[src/rtl/rv_alu_pkg.sv]
// rv_alu_pkg: opcode encodings, default width and opcode legality helper
// for the execute-stage integer ALU. Honours `ALU_EXT_OPS_EN.
package rv_alu_pkg;

    localparam int ALU_W = 32;

    typedef enum logic [3:0] {
        OP_AND  = 4'b0000,
        OP_OR   = 4'b0001,
        OP_ADD  = 4'b0010,
        OP_XOR  = 4'b0011,
        OP_SLL  = 4'b0100,
        OP_SRL  = 4'b0101,
        OP_SUB  = 4'b0110,
        OP_SRA  = 4'b0111,
        OP_SLT  = 4'b1000,
        OP_SLTU = 4'b1001
    } alu_op_e;

    // Legal opcodes depend on the build: the extended set is only
    // decodable when the extension is compiled in.
    function automatic logic is_valid_op(alu_op_e op);
        logic v;
        v = 1'b0;
        case (op)
            OP_AND,
            OP_OR,
            OP_ADD,
            OP_SUB:  v = 1'b1;
`ifdef ALU_EXT_OPS_EN
            OP_XOR,
            OP_SLL,
            OP_SRL,
            OP_SRA,
            OP_SLT,
            OP_SLTU: v = 1'b1;
`endif
            default: v = 1'b0;
        endcase
        return v;
    endfunction

endpackage

[src/rtl/rv_alu_shifter.sv]
// rv_alu_shifter: combinational SLL/SRL/SRA unit.
// Ports: in_a operand, shamt amount, left/arith mode, result.
module rv_alu_shifter
    import rv_alu_pkg::*;
#(
    parameter  int WIDTH = ALU_W,
    localparam int SHW   = $clog2(WIDTH)
) (
    input  logic [WIDTH-1:0] in_a,
    input  logic [SHW-1:0]   shamt,
    input  logic             left,
    input  logic             arith,
    output logic [WIDTH-1:0] result
);

    logic             fill;
    logic [WIDTH-1:0] shl;
    logic [WIDTH-1:0] shr;
    logic [WIDTH-1:0] sign_mask;

    always_comb begin
        fill      = arith & in_a[WIDTH-1];
        shl       = in_a << shamt;
        // Bits vacated by the right shift are the ones cleared here.
        sign_mask = ~({WIDTH{1'b1}} >> shamt);
        shr       = (in_a >> shamt) | (fill ? sign_mask : '0);
        result    = left ? shl : shr;
    end

endmodule

[src/rtl/rv_alu.sv]
// rv_alu: execute-stage integer ALU. result/zero/overflow are combinational;
// illegal_op is a sticky registered flag. Extended ops via `ALU_EXT_OPS_EN.
module rv_alu
    import rv_alu_pkg::*;
#(
    parameter int WIDTH = ALU_W
) (
    input  logic             clk,
    input  logic             rst_n,
    input  logic [3:0]       alu_op,
    input  logic [WIDTH-1:0] in_a,
    input  logic [WIDTH-1:0] in_b,
    output logic [WIDTH-1:0] result,
    output logic             zero,
    output logic             overflow,
    output logic             illegal_op
);

    localparam int SHW = $clog2(WIDTH);

    alu_op_e op;
    assign op = alu_op_e'(alu_op);

    // Shared adder/subtractor: a + (b ^ {sub}) + sub.
    logic             sub;
    logic [WIDTH-1:0] b_eff;
    logic [WIDTH-1:0] sum;
    logic             add_ovf;
    logic             is_arith;

    assign sub   = (op == OP_SUB);
    assign b_eff = in_b ^ {WIDTH{sub}};
    assign sum   = in_a + b_eff + {{(WIDTH-1){1'b0}}, sub};

    // Same-sign inputs to the adder producing a different-sign sum;
    // b_eff folds the SUB rule into the ADD rule.
    assign add_ovf  = (in_a[WIDTH-1] == b_eff[WIDTH-1])
                    & (sum[WIDTH-1] != in_a[WIDTH-1]);
    assign is_arith = (op == OP_ADD) | (op == OP_SUB);

`ifdef ALU_EXT_OPS_EN
    logic [WIDTH-1:0] sh_res;
    logic             lt_s;
    logic             lt_u;

    rv_alu_shifter #(
        .WIDTH (WIDTH)
    ) u_shifter (
        .in_a   (in_a),
        .shamt  (in_b[SHW-1:0]),
        .left   (op == OP_SLL),
        .arith  (op == OP_SRA),
        .result (sh_res)
    );

    assign lt_s = $signed(in_a) < $signed(in_b);
    assign lt_u = in_a < in_b;
`endif

    always_comb begin
        result = '0;
        unique case (op)
            OP_AND:  result = in_a & in_b;
            OP_OR:   result = in_a | in_b;
            OP_ADD:  result = sum;
            OP_SUB:  result = sum;
`ifdef ALU_EXT_OPS_EN
            OP_XOR:  result = in_a ^ in_b;
            OP_SLL:  result = sh_res;
            OP_SRL:  result = sh_res;
            OP_SRA:  result = sh_res;
            OP_SLT:  result = {{(WIDTH-1){1'b0}}, lt_s};
            OP_SLTU: result = {{(WIDTH-1){1'b0}}, lt_u};
`endif
            default: result = '0;
        endcase
    end

    assign zero     = (result == '0);
    assign overflow = is_arith & add_ovf;

    // Sticky error flag; reset wins over a same-edge set.
    logic illegal_q;

    always_ff @(posedge clk) begin
        if (!rst_n) begin
            illegal_q <= 1'b0;
        end else if (!is_valid_op(op)) begin
            illegal_q <= 1'b1;
        end
    end

    assign illegal_op = illegal_q;

endmodule

[config.mk]
export PLATFORM = sky130hd
export DESIGN_NAME = rv_alu
export DESIGN_NICKNAME = d
export VERILOG_FILES = /design/src/rtl/rv_alu_pkg.sv /design/src/rtl/rv_alu_shifter.sv /design/src/rtl/rv_alu.sv
export SDC_FILE = /design/constraint.sdc
export NUM_CORES = 1
export LEC_CHECK = 0
export CORE_MARGIN = 2
export CORE_UTILIZATION = 43
export DETAILED_ROUTE_END_ITERATION = 10
export MAX_ROUTING_LAYER = met4
export PLACE_DENSITY = 0.8
export SLEW_MARGIN = 5
export SYNTH_ARGS = -nofsm -noshare
export SYNTH_HDL_FRONTEND = slang
export SYNTH_SLANG_ARGS = --single-unit
[constraint.sdc]
create_clock -name clk -period 4.5 [get_ports clk]
set_input_delay 0.675 -clock clk [delete_from_list [all_inputs] [get_ports clk]]
set_output_delay 0.675 -clock clk [all_outputs]
set_load 0.02 [all_outputs]
# Yosys cells after proc, flatten, opt, wreduce, memory -nomap -nowiden
# Index checks and enable logic that the tools add are counted.
totals:
  mem_bits_rw: 0
  mem_count: 0
  elab_cells: 21
  rom_bits: 0
  regBits: 1
  output_inout_bits: 35
  latchBits: 0
  in_bits: 70
op_classes:
  n_mux: 3
  n_reduce_logical: 4
  shift: 0
  n_eq_ne: 5
  n_addsub: 2
  magnitude_cmp: 0
  bitwise_logic: 6
  n_div: 0
  n_mul: 0
ops:
  columns: ["cell", "n"]
  rows:
  - ["32-bit case mux with 3 select lines", 1]
  - ["32-bit by 1-bit adder with 32-bit output", 1]
  - ["32-bit adder", 1]
  - ["32-bit AND", 1]
  - ["32-bit zero test", 1]
  - ["32-bit bitwise OR", 1]
  - ["32-bit bitwise XOR", 1]
  - ["4-bit by 1-bit equality test with 1-bit output, second input constant", 1]
  - ["4-bit by 2-bit equality test with 1-bit output, second input constant", 1]
  - ["4-bit by 3-bit equality test with 1-bit output, second input constant", 1]
  - ["4-bit zero test", 1]
  - ["4-bit OR reduction", 1]
  - ["1-bit AND", 2]
  - ["1-bit 2-to-1 mux", 2]
  - ["2-bit OR reduction", 1]
  - ["1-bit equality test", 1]
  - ["1-bit inequality test", 1]
  - ["1-bit bitwise OR", 1]

# Longest topological paths before layout
logic_depth:
  ltp_word: 7
  mapped_depth: 16
  depth_no_buf: 13

# Worst setup path after synthesis
# OpenSTA, ideal clock, no wires.
synth_timing:
  path_kind: "input -> output"
  from: "input port alu_op[3]"
  to: "output port zero"
  n_path_buf: 2
  slack_ns: -0.484
  path_stages: 15
  t_arrival_ns: 4.309
  required_time_ns: 3.825
  cell_sequence: "nand4bb_1 -> buf_4 -> clkbuf_1 -> xnor2_1 -> fa_1 -> a21o_1 -> a221oi_2 -> or4_4 -> a31oi_4 -> a211o_1 -> nor3b_1 -> o31a_1 -> or4_1 -> nand3_1 -> and4b_1"
synth_via:
  elab_chain_len: 6
  elab_cells_between_ends: 10
  cone_classes: "add/sub (2); eq/ne (3); mux (1); bitwise (1); reduce/logical (3)"
synth_lines:
  columns: ["item", "line_no", "text"]
  rows:
  - ["start: declaration", "rv_alu.sv:10", "input logic [3:0] alu_op,"]
  - ["4-bit by 3-bit equality test with 1-bit output", "rv_alu.sv:31, rv_alu.sv:62", null]
  - ["32-bit bitwise XOR", "rv_alu.sv:32", "assign b_eff = in_b ^ {WIDTH{sub}};"]
  - ["32-bit adder", "rv_alu.sv:33", "assign sum = in_a + b_eff + {{(WIDTH-1){1'b0}}, sub};"]
  - ["32-bit by 1-bit adder with 32-bit output", "rv_alu.sv:33", null]
  - ["32-bit case mux with 3 select lines (*)", "rv_alu.sv:62", "unique case (op)"]
  - ["via result[28]", "rv_alu.sv:13", "output logic [WIDTH-1:0] result,"]
  - ["32-bit zero test (*)", "rv_alu.sv:79", "assign zero = (result == '0);"]
  - ["end: declaration", "rv_alu.sv:14", "output logic zero,"]
# Mark *: on every way through the listed nets, which the timed path passes. The rest lies on a longest branch.

# Final worst setup path
layout_timing:
  from: "input port alu_op[3]"
  to: "output port zero"
layout_via:
  elab_chain_len: 6
  elab_cells_between_ends: 10
  cone_classes: "add/sub (2); eq/ne (3); mux (1); bitwise (1); reduce/logical (3)"
layout_lines:
  columns: ["item", "line_no"]
  rows:
  - ["4-bit by 3-bit equality test with 1-bit output", "rv_alu.sv:31, rv_alu.sv:62"]
  - ["32-bit bitwise XOR", "rv_alu.sv:32"]
  - ["32-bit adder", "rv_alu.sv:33"]
  - ["32-bit by 1-bit adder with 32-bit output", "rv_alu.sv:33"]
  - ["32-bit case mux with 3 select lines (*)", "rv_alu.sv:62"]
  - ["32-bit zero test (*)", "rv_alu.sv:79"]
# Every way passes the cells marked *; elsewhere a longest branch is shown, timed or not.

==> metrics.cfg <==
[status]
status = finished with violations
violations = negative setup slack

[global_route]
overflow = 0
grt_pass1_wl_um = 22800
grt_max_degree = 40
grt_usage_pct = 37.9
grt_pass1_vias = 4871
antenna_found_initial = 0

[drt]
antenna_left = 0
wire_per_inst_um = 21.9
vias = 5091
via_per_inst = 6.47
route.detailed.drc = 0
wl_um = 17200
dr.pass1.iters = 8
initialDrtViolationCount = 533

[die]
initial_core_util_pct = 44.4
dieArea_mm2 = 0.00766
ios = 105
core_mm2 = 0.00676
die_w_um = 87.5
fp-row-count = 30
die_h_um = 87.5

[timing]
fmax_ghz = 0.190
setup_violations = 12
rsz0062_at_grt = true
fin_crit_sh_pct = 117
max_slew_margin_pct = 15.4
tns_ps = -3190
worst_pin_slew_ps = 1260
slew_violations = 0
fin_crit_ps = 5270
finalHoldViolations = 0
fin_worst_skew_ps = 0
setup_slack_ps = -766

[cells_and_area]
area_delta_synth_final_pct = 97.3
diodes = 0
num-nets-final = 817
drive_above_1_share_pct = 40.0
finalCoreUtilization_pct = 87.6
largest_reg_flops = 1

[worst_setup_path]
crit_type = input pin to output port
worst_ep_required_time_ps = 3830
end_kind = output port
ff2ff_path_depth = 2
cp.arrival_ps = 4590
start_kind = input pin
path_max_fanout = 7

[logic_synthesis]
synth_top_area_cell = ha_1
yosysUniqueCellTypes = 73
avgSynthCellArea_um2 = 6.99
async_reset_ff_share_pct = 0
synth_nets = 537
synth_seq_cells = 1
yosys_warnings = 0
syn_inst = 429
synth_area_mm2 = 0.00300
synth_edf_count = 0
ys_top_cells_by_area = ha_1 (15%), xnor2_1 (13%), maj3_1 (8.3%)
synthFlopType = dfxtp_1
synth.yosys.seq_area_share_pct = 0.668
yosysTopAreaCellShare_pct = 15.4

[clock_tree]
cts-hold-fix-buffers = 0
path_clk_slew_ps = 0
clock_latency_ps = 0

[pwr]
vdd_drop_max_v = 0.0000885
cellPowerDensity_mw_per_mm2 = 168
p_total_w = 0.000993
power_leakage_nw = 2.84

[hold_path]
holdPathStages = 2
hold_path_class = register to register

[run]
maxCapViolCount = 0

[placement]
dp_hpwl_um = 11200
port_buffers = 104
place_congestion = 1.05

## cells in the final DEF (no fill, tap or decap), drive strengths merged, types with 4 or more instances in the layout
master / instances
buf: 205
clkdlybuf4s50: 71
nand2: 60
xnor2: 45
a21oi: 43
o21ai: 39
ha: 37
maj3: 25
nor2: 25
dlymetal6s2s: 13
xor2: 11
a21o: 9
a22o: 7
nor3: 7
nor4: 7
inv: 6
nand3: 6
nand4: 5
a31oi: 5
o21a: 4
nor2b: 4
o31ai: 4
## Yosys cell counts, drive strengths merged, types with 2 or more instances
master,instances
a31oi,5
o32ai,3
o211ai,3
nand2b,2
o22ai,2
nor3b,2
and3,3
nand4,5
a21o,9
nor2b,4
or2,3
a32oi,2
xor2,11
a22o,7
o21ai,39
nand3b,2
ha,37
nand3,6
o41ai,2
or4,2
a221o,2
a221oi,3
xnor2,45
inv,6
nor2,25
and4b,2
a21oi,43
nor4,7
nor3,7
nand2,60
a211oi,2
o21a,4
buf,4
or3,3
o31ai,4
a31o,2
clkbuf,15
a22oi,2
maj3,25
## area by class of cell
cell class                 instances  area, um2
tap                               80        100
sequential                         1       20.0
multi-input combinational        403       3240
fill                             339        841
timing repair buffer             297       2530
inverter                           6       22.5
## stage by stage
step	instance area [um2]	setup slack [ps]	hold slack (ps)	cells
after floorplan	3030	-178	577	429
after global placement	5350	-1450	473	763
after detailed placement	5350	-1510	479	763
after CTS	5680	-484	480	780
after global routing	5920	-886	512	787
final	5920	-766	480	787
## critical path, stage by stage
cell,delay [ps]
buf_6,90
nand4bb_4,300
buf_8,210
buf_6,120
xnor2_1,110
ha_1,300
buf_4,180
a21oi_1,230
o21ai_2,150
nor2b_1,260
nand2_1,150
o31ai_2,290
xor2_1,200
o21ai_1,120
or4b_4,570
nor4_4,190
and4b_2,280
buf_6,120
## what timing repair did
item	4_1_cts	5_1_grt
gates resized for setup	123	57
buffers inserted	17	7
endpoints found under the setup margin	29	26
pin swaps	38	22
## power by group
part | leakage, nW | total (W) | switching, W | internal [W]
sequential | 0.00843 | 0.0000100 | 0.000000309 | 0.00000973
combinational | 2.83 | 0.000983 | 0.000492 | 0.000491
clock | 0 | 0 | 0 | 0
total | 2.84 | 0.000993 | 0.000492 | 0.000501
## cell families after synthesis
kind of cell	synth area share, %
buffers and inverters	3.59
muxes	0.334
DFF	0.668
and+or+nand+nor	22.7
AOI/OAI and AO/OA	31.8
xor gates and xnor gates	16.4
adders and majority gates	24.5
## final timing paths
path              start         end  slack [ps]
max           alu_op[3]        zero        -770
min          illegal_op  illegal_op         480
min reg2reg  illegal_op  illegal_op         480
max reg2reg  illegal_op  illegal_op        3940
## metal layers
layer / global-route usage (%) / up-vias / part of all wire [%]
met5: - / - / 0
met4: 13.4 / 0 / 7.2
met3: 3.13 / 163 / 11
met2: 65.7 / 482 / 45
met1: 45.6 / 2275 / 36
li1: - / 2171 / -
Power figures use the tool's default switching activity.
